**src/rtl/mplist_mem_rd_arb.sv**
```systemverilog
`timescale 1ns/1ps
// mplist_mem_rd_arb: round-robin arbiter sharing the single memory read port
// among NUM_REQ message-path requesters. One read in flight at a time; the
// read data comes back to the winner as a one-cycle response pulse after the
// fixed memory read latency.
module mplist_mem_rd_arb #(
   parameter int unsigned NUM_REQ = 4,
   parameter int unsigned ADDR_W  = 16,
   parameter int unsigned DATA_W  = 32,
   parameter int unsigned RD_LAT  = 2
) (
   input  logic                      clk,
   input  logic                      reset_n,
   input  logic [NUM_REQ-1:0]        req_valid,
   input  logic [NUM_REQ*ADDR_W-1:0] req_addr,
   output logic [NUM_REQ-1:0]        req_ready,
   output logic                      mem_rd_req,
   output logic [ADDR_W-1:0]         mem_rd_addr,
   input  logic                      mem_rd_gnt,
   input  logic [DATA_W-1:0]         mem_rd_data,
   output logic [NUM_REQ-1:0]        rsp_valid,
   output logic [DATA_W-1:0]         rsp_data,
   output logic                      msg_busy
);

   localparam int unsigned IDX_W = (NUM_REQ > 1) ? $clog2(NUM_REQ) : 1;
   localparam int unsigned LAT_W = (RD_LAT > 1) ? $clog2(RD_LAT) : 1;

   typedef enum logic [1:0] {
      IDLE,
      REQ,
      WAIT,
      RSP
   } state_t;

   state_t               state;
   state_t               state_nxt;
   logic [IDX_W-1:0]     rr_ptr;
   logic [IDX_W-1:0]     win_q;
   logic [LAT_W-1:0]     lat_cnt;
   logic [ADDR_W-1:0]    addr_q;

   logic                 pick_found;
   logic [IDX_W-1:0]     pick_idx;
   logic [IDX_W-1:0]     pick_nxt_ptr;
   logic [NUM_REQ-1:0]   pick_onehot;
   logic [ADDR_W-1:0]    pick_addr;
   logic [NUM_REQ-1:0]   win_onehot;
   int unsigned          cand;
   logic [IDX_W-1:0]     cand_idx;

   assign mem_rd_addr = addr_q;
   assign msg_busy    = (state != IDLE);

   // Round-robin search: first valid requester at or above rr_ptr, wrapping.
   always_comb begin
      pick_found   = 1'b0;
      pick_idx     = '0;
      pick_nxt_ptr = '0;
      cand         = 0;
      cand_idx     = '0;
      for (int unsigned k = 0; k < NUM_REQ; k++) begin
         cand     = (32'(rr_ptr) + k) % NUM_REQ;
         cand_idx = IDX_W'(cand);
         if (!pick_found && req_valid[cand_idx]) begin
            pick_found   = 1'b1;
            pick_idx     = cand_idx;
            pick_nxt_ptr = IDX_W'((cand + 1) % NUM_REQ);
         end
      end
   end

   // Decode the picked and stored winner indices into one-hot masks and the winning address.
   always_comb begin
      pick_onehot = '0;
      win_onehot  = '0;
      pick_addr   = '0;
      for (int unsigned i = 0; i < NUM_REQ; i++) begin
         pick_onehot[i] = pick_found && (pick_idx == IDX_W'(i));
         win_onehot[i]  = (win_q == IDX_W'(i));
         if (pick_idx == IDX_W'(i)) begin
            pick_addr = req_addr[i*ADDR_W +: ADDR_W];
         end
      end
   end

   // State register.
   always_ff @(posedge clk or negedge reset_n) begin
      if (!reset_n) begin
         state <= IDLE;
      end else begin
         state <= state_nxt;
      end
   end

   // Next-state logic and the combinational acceptance pulse.
   always_comb begin
      state_nxt = state;
      req_ready = '0;
      case (state)
         IDLE: begin
            if (pick_found) begin
               state_nxt = REQ;
               req_ready = pick_onehot;
            end
         end
         REQ: begin
            if (mem_rd_gnt) begin
               state_nxt = WAIT;
            end
         end
         WAIT: begin
            if (lat_cnt == '0) begin
               state_nxt = RSP;
            end
         end
         RSP: begin
            state_nxt = IDLE;
         end
         default: begin
            state_nxt = IDLE;
         end
      endcase
   end

   // Datapath: capture the winner, drive the memory handshake, count latency, return data.
   always_ff @(posedge clk or negedge reset_n) begin
      if (!reset_n) begin
         rr_ptr     <= '0;
         win_q      <= '0;
         lat_cnt    <= '0;
         addr_q     <= '0;
         mem_rd_req <= 1'b0;
         rsp_valid  <= '0;
         rsp_data   <= '0;
      end else begin
         rsp_valid <= '0;
         case (state)
            IDLE: begin
               if (pick_found) begin
                  addr_q     <= pick_addr;
                  win_q      <= pick_idx;
                  rr_ptr     <= pick_nxt_ptr;
                  mem_rd_req <= 1'b1;
               end
            end
            REQ: begin
               if (mem_rd_gnt) begin
                  mem_rd_req <= 1'b0;
                  lat_cnt    <= LAT_W'(RD_LAT - 1);
               end
            end
            WAIT: begin
               if (lat_cnt == '0) begin
                  rsp_data  <= mem_rd_data;
                  rsp_valid <= win_onehot;
               end else begin
                  lat_cnt <= lat_cnt - LAT_W'(1);
               end
            end
            default: begin
            end
         endcase
      end
   end

endmodule

```
**config.mk**
```make
export PLATFORM = sky130hd
export DESIGN_NAME = mplist_mem_rd_arb
export DESIGN_NICKNAME = d
export VERILOG_FILES = /design/src/rtl/mplist_mem_rd_arb.sv
export SDC_FILE = /design/constraint.sdc
export NUM_CORES = 1
export LEC_CHECK = 0
export ABC_CLOCK_PERIOD_IN_PS = 5390
export CELL_PAD_IN_SITES_DETAIL_PLACEMENT = 1
export CELL_PAD_IN_SITES_GLOBAL_PLACEMENT = 1
export CORE_UTILIZATION = 25
export DETAILED_ROUTE_END_ITERATION = 12
export HOLD_SLACK_MARGIN = 0.05
export PLACE_DENSITY_LB_ADDON = 0.1
export RECOVER_POWER = 100
export SKIP_LAST_GASP = 1
export SYNTH_ARGS = -nofsm -noshare
export SYNTH_HDL_FRONTEND = slang
export SYNTH_SLANG_ARGS = --single-unit
```
**constraint.sdc**
```tcl
create_clock -name clk -period 5.39 [get_ports clk]
set_clock_uncertainty 0.05 [all_clocks]
set_input_delay 0.8085 -clock clk [delete_from_list [all_inputs] [get_ports clk]]
set_output_delay 0.8085 -clock clk [all_outputs]
set_load 0.01 [all_outputs]
```
# After elaboration in Yosys (flattened, before gate mapping)
# Index checks and enable logic that the tools add are counted.
# W data, S select, Z words.
# totals
elab_cells	91
inputBits	103
ff_bits	60
output_inout_bits	58
# classes
bitwise_logic	1
eq_ne	12
muxes	38
order_cmp	4
addsub	7
n_reduce_logical	21
# ops
operator	count
$mux W16	4
$mux W2	11
$mux W4	4
$eq A2 B2 Y1 const B	6
$lt A2 B3 Y1 const B	4
$mux W1	12
$add A2 B1 Y2 const B	4
$bmux W1 S2	4
$pmux W2 S4	1
$logic_and A1 B1 Y1	7
$eq A2 B1 Y1 const B	3
$logic_not A2 Y1	3
$ne A2 B2 Y1 const B	3
$reduce_and A2 Y1	3
$reduce_and A3 Y1	2
$reduce_bool A2 Y1	3
$add A2 B2 Y2 const B	2
$pmux W1 S2	2
$logic_not A1 Y1	3
$not A1 Y1	1
$sub A1 B1 Y1 const B	1

# Logic depth before layout (Yosys ltp)
# depth
word_depth	17
mapped_depth	8
ltp_nobuf	7

# Worst setup path after synthesis
# OpenSTA, ideal clock, no wires.
# synth_path
kind	input-to-output
from	in req_valid[1]
to	out req_ready[1]
required_ps	4532
setup_slack_ps	2628
t_arrival_ps	1903
path_stages	6
path_cell_list	buf_4 inv_2 and3_4 o32a_1 buf_6 nor3_1
# synth_between
elab_chain_len	16
elab_cells_between_ends	26
# synth_lines
item	line_no	rtl
start, declared	14	input logic [NUM_REQ-1:0] req_valid,
$bmux W1 S2	65	if (!pick_found && req_valid[cand_idx]) begin
$mux W1 (implied by the code)	65	
$mux W1	65	
$logic_not A1 Y1	65	
$logic_and A1 B1 Y1	65	
$mux W1	65	
$logic_not A1 Y1	65	
$logic_and A1 B1 Y1	65	
$mux W1	65	
$logic_not A1 Y1	65	
$logic_and A1 B1 Y1	65	
$mux W2	65	
$eq A2 B1 Y1	79	pick_onehot[i] = pick_found && (pick_idx == IDX_W'(i));
$logic_and A1 B1 Y1	79	
$mux W4 (*)	102	if (pick_found) begin
$mux W4 (*)	100	case (state)
end, declared	16	output logic [NUM_REQ-1:0] req_ready,
# Mark *: on every way between the ends. The rest lies on a longest branch, timed or not. The select of a mux whose other input is x is not followed.

# Worst setup path in the final report
# layout_path
from	in req_valid[3]
to	out req_ready[2]
# layout_between
elab_chain_len	16
elab_cells_between_ends	26
# layout_lines
item	line_no
$bmux W1 S2	65
$mux W1 (implied by the code)	65
$mux W1	65
$logic_not A1 Y1	65
$logic_and A1 B1 Y1	65
$mux W1	65
$logic_not A1 Y1	65
$logic_and A1 B1 Y1	65
$mux W1	65
$logic_not A1 Y1	65
$logic_and A1 B1 Y1	65
$mux W2	65
$eq A2 B2 Y1	79
$logic_and A1 B1 Y1	79
$mux W4 (*)	102
$mux W4 (*)	100
# Marks and branches as above.

==> impl_metrics.tcl <==
set metrics [dict create \
    vias 2611 \
    grt_pass1_vias 2782 \
    finalInstanceArea_um2 4980 \
    worst_pin_slew_ns 3.26 \
    syn2layout_area_growth_pct 59.8 \
    antenna_found_initial 0 \
    max_stage_delay_ns 0.83 \
    most-common-layout-cells "103 x clkdlybuf4s50_1, 60 x dfrtp_1, 56 x dlygate4sd3_1, 30 x mux2_2, 28 x mux2i_1" \
    drv_slew 98 \
    die_x_um 114 \
    insertion_delay_ns 0.32 \
    drtAntennaViolNets 0 \
    ys_async_sr_fraction 1.00 \
    crit_chain "dlygate4sd3_1 > nor4_1 > nor2_1 > nand2_1 > nor2_1 > clkdlybuf4s50_1" \
    crit_top_cell "nor2_1" \
    start_kind "input port" \
    hold_buffers 0 \
    hold_violations 0 \
    timing.slew.headroom -1.17 \
    ir_worst_vdd_mv 0.152 \
    period_needed_ns 4.61 \
    max_cap_viol_count 2 \
    setup_viol 0 \
    layout.nets 517 \
    critPathBufInv 2 \
    vias_per_cell 4.48 \
    worst-setup-path-type "input port to primary output" \
    drtIter0Drc 65 \
    ys_types 44 \
    violations "capacitance limit, slew limit" \
    htreeDepth 3 \
    final_common_cell "clkdlybuf4s50_1" \
    grt_overflow_total 0 \
    status "finished, violations left" \
    crit_path_end_kind "primary output" \
    holdCritPathClass "flop to flop" \
    worstPathMaxFanout 14 \
    synth-main-ff-cell "dfrtp_1" \
    cts_setup_buffers 0 \
    core_um2 12100 \
    layout-drive-gt1-share 0.130 \
    ys_seq_area_frac 0.481 \
    ioPinCount 161 \
    cts_buffers 9 \
    finalCritPeriodShare 0.855 \
    cts_tree "done" \
    first_pass_iters 2 \
    port_buffers 160 \
    grt_use_total 0.144 \
    gp_congestion 0.705 \
    fmax_mhz 217 \
    rsz0062_at_grt "false" \
    post_cts_resized 0 \
    start_util 0.258 \
    dpl_cell_area_um2 4780 \
    totalWireLength_mm 8.88 \
    timing.setup.tns_ns 0 \
    synth_edf_count 0 \
    leakagePower_uw 0.00207 \
    crit_family "simple AND/OR/NAND/NOR gates" \
    powerDensity_nw_per_um2 511 \
    syn_inst 257 \
    syn_nets 363 \
    grt_pass1_wl_mm 14.3 \
    clock-sinks 60 \
    cts_buffer_depth 2 \
    fp.dieArea_um2 12900 \
    grt_max_degree 61 \
    critical_path_required_ns 4.53 \
    syn_area_um2 3120 \
    die_h_um 114 \
    crit_arrival_ns 3.75 \
    route.detailed.drc 0 \
    dp_hpwl_mm 6.68 \
    slowest_stage "dlygate4sd3_1" \
    antenna_cells 0 \
    clk_pin_slew_worst_paths_ns 0.05 \
    cts-root-buf "clkbuf_16" \
    ys_ff_latch 60 \
    core.rowCount 40 \
    yosys_warnings 0 \
    wl_per_cell_um 15.2 \
    synth.avg_cell_area_um2 12.1 \
]
[routing by layer]
metal  track usage  wire [um]
met1         0.193       4250
met2         0.221       3930
met3        0.0340        549
met4        0.0632        143
met5             0          0
[state kept, by name, summed over array words and instances (netlist names)]
name         count
rsp_data        32
mem_rd_addr     16
rsp_valid        4
rr_ptr           2
state            2
win_q            2
lat_cnt          1
mem_rd_req       1
[worst register-to-register path: cells and delay by family, from the launching register on]
family,cells,cell delay [ns]
DFF,1,0.40
buffers and inverters,1,0.09
muxes,1,0.50
and+or+nand+nor,1,2.16
adders and majority gates,1,0.21
[cell families after synthesis]
logic type               after synthesis  synth area share
AO/OA/AOI/OAI                         45             0.122
adder cells (fa/ha/maj)                3            0.0120
buffers and inverters                 25            0.0610
flip-flops                            60             0.481
multiplexers                          60             0.205
AND/OR/NAND/NOR                       64             0.118
[metrics by stage]
| step | std cells | worst slack [ns] | utilization | power (uW) | hold WS, ns |
|---|---|---|---|---|---|
| finish | 583 | 0.781 | 0.411 | 2550 | 0.430 |
| global route | 583 | 0.500 | 0.411 | 2760 | 0.453 |
| CTS | 583 | 0.982 | 0.416 | 2710 | 0.439 |
| detailed placement | 568 | 1.01 | 0.395 | 2200 | 0.427 |
| global placement | 568 | 1.04 | 0.395 | 2170 | 0.423 |
| floorplan | 257 | 2.63 | - | 1590 | 0.399 |
[path summary, 6_finish.rpt]
kind / startpoint / cells past startpoint / endpoint / slack, ns
worst min register to register: mem_rd_addr[11] / 2 / mem_rd_addr[11] / 0.43
max in group asynchronous: reset_n / 2 / rsp_data[2] / 1.82
worst max register to register: state[0] / 4 / rsp_data[7] / 1.88
worst min-delay path: mem_rd_addr[11] / 2 / mem_rd_addr[11] / 0.43
worst max-delay path: req_valid[3] / 6 / req_ready[2] / 0.78
min in group asynchronous: reset_n / 2 / rsp_data[16] / 1.62
[power by group]
part	switching, uW	leakage [uW]	internal, uW
combinational	573	0.00122	674
sequential	133	0.000727	674
clock	187	0.000126	306
total	894	0.00207	1650
[synthesized netlist by cell type (5+ instances only)]
| library cell | count | area [um2] |
|---|---|---|
| o221ai_1 | 11 | 96.3 |
| nand2_1 | 25 | 93.8 |
| a21oi_1 | 5 | 25.0 |
| dfrtp_1 | 60 | 1500 |
| mux2i_1 | 28 | 280 |
| buf_4 | 5 | 37.5 |
| buf_2 | 6 | 30.0 |
| buf_6 | 5 | 56.3 |
| o211ai_1 | 6 | 45.0 |
| mux2_2 | 32 | 360 |
| o21ai_0 | 6 | 30.0 |
| nor2_1 | 7 | 26.3 |
[layout make-up]
| class | instances | area (um2) |
|---|---|---|
| Timing Repair Buffer | 163 | 1610 |
| Clock buffer | 12 | 236 |
| Sequential cell | 60 | 1500 |
| Tap cell | 168 | 210 |
| Multi-Input combinational cell | 172 | 1390 |
| Inverter | 5 | 18.8 |
| Fill cell | 1342 | 7130 |
| Clock inverter | 3 | 15.0 |
No activity file was read; power rests on OpenSTA's default activity.
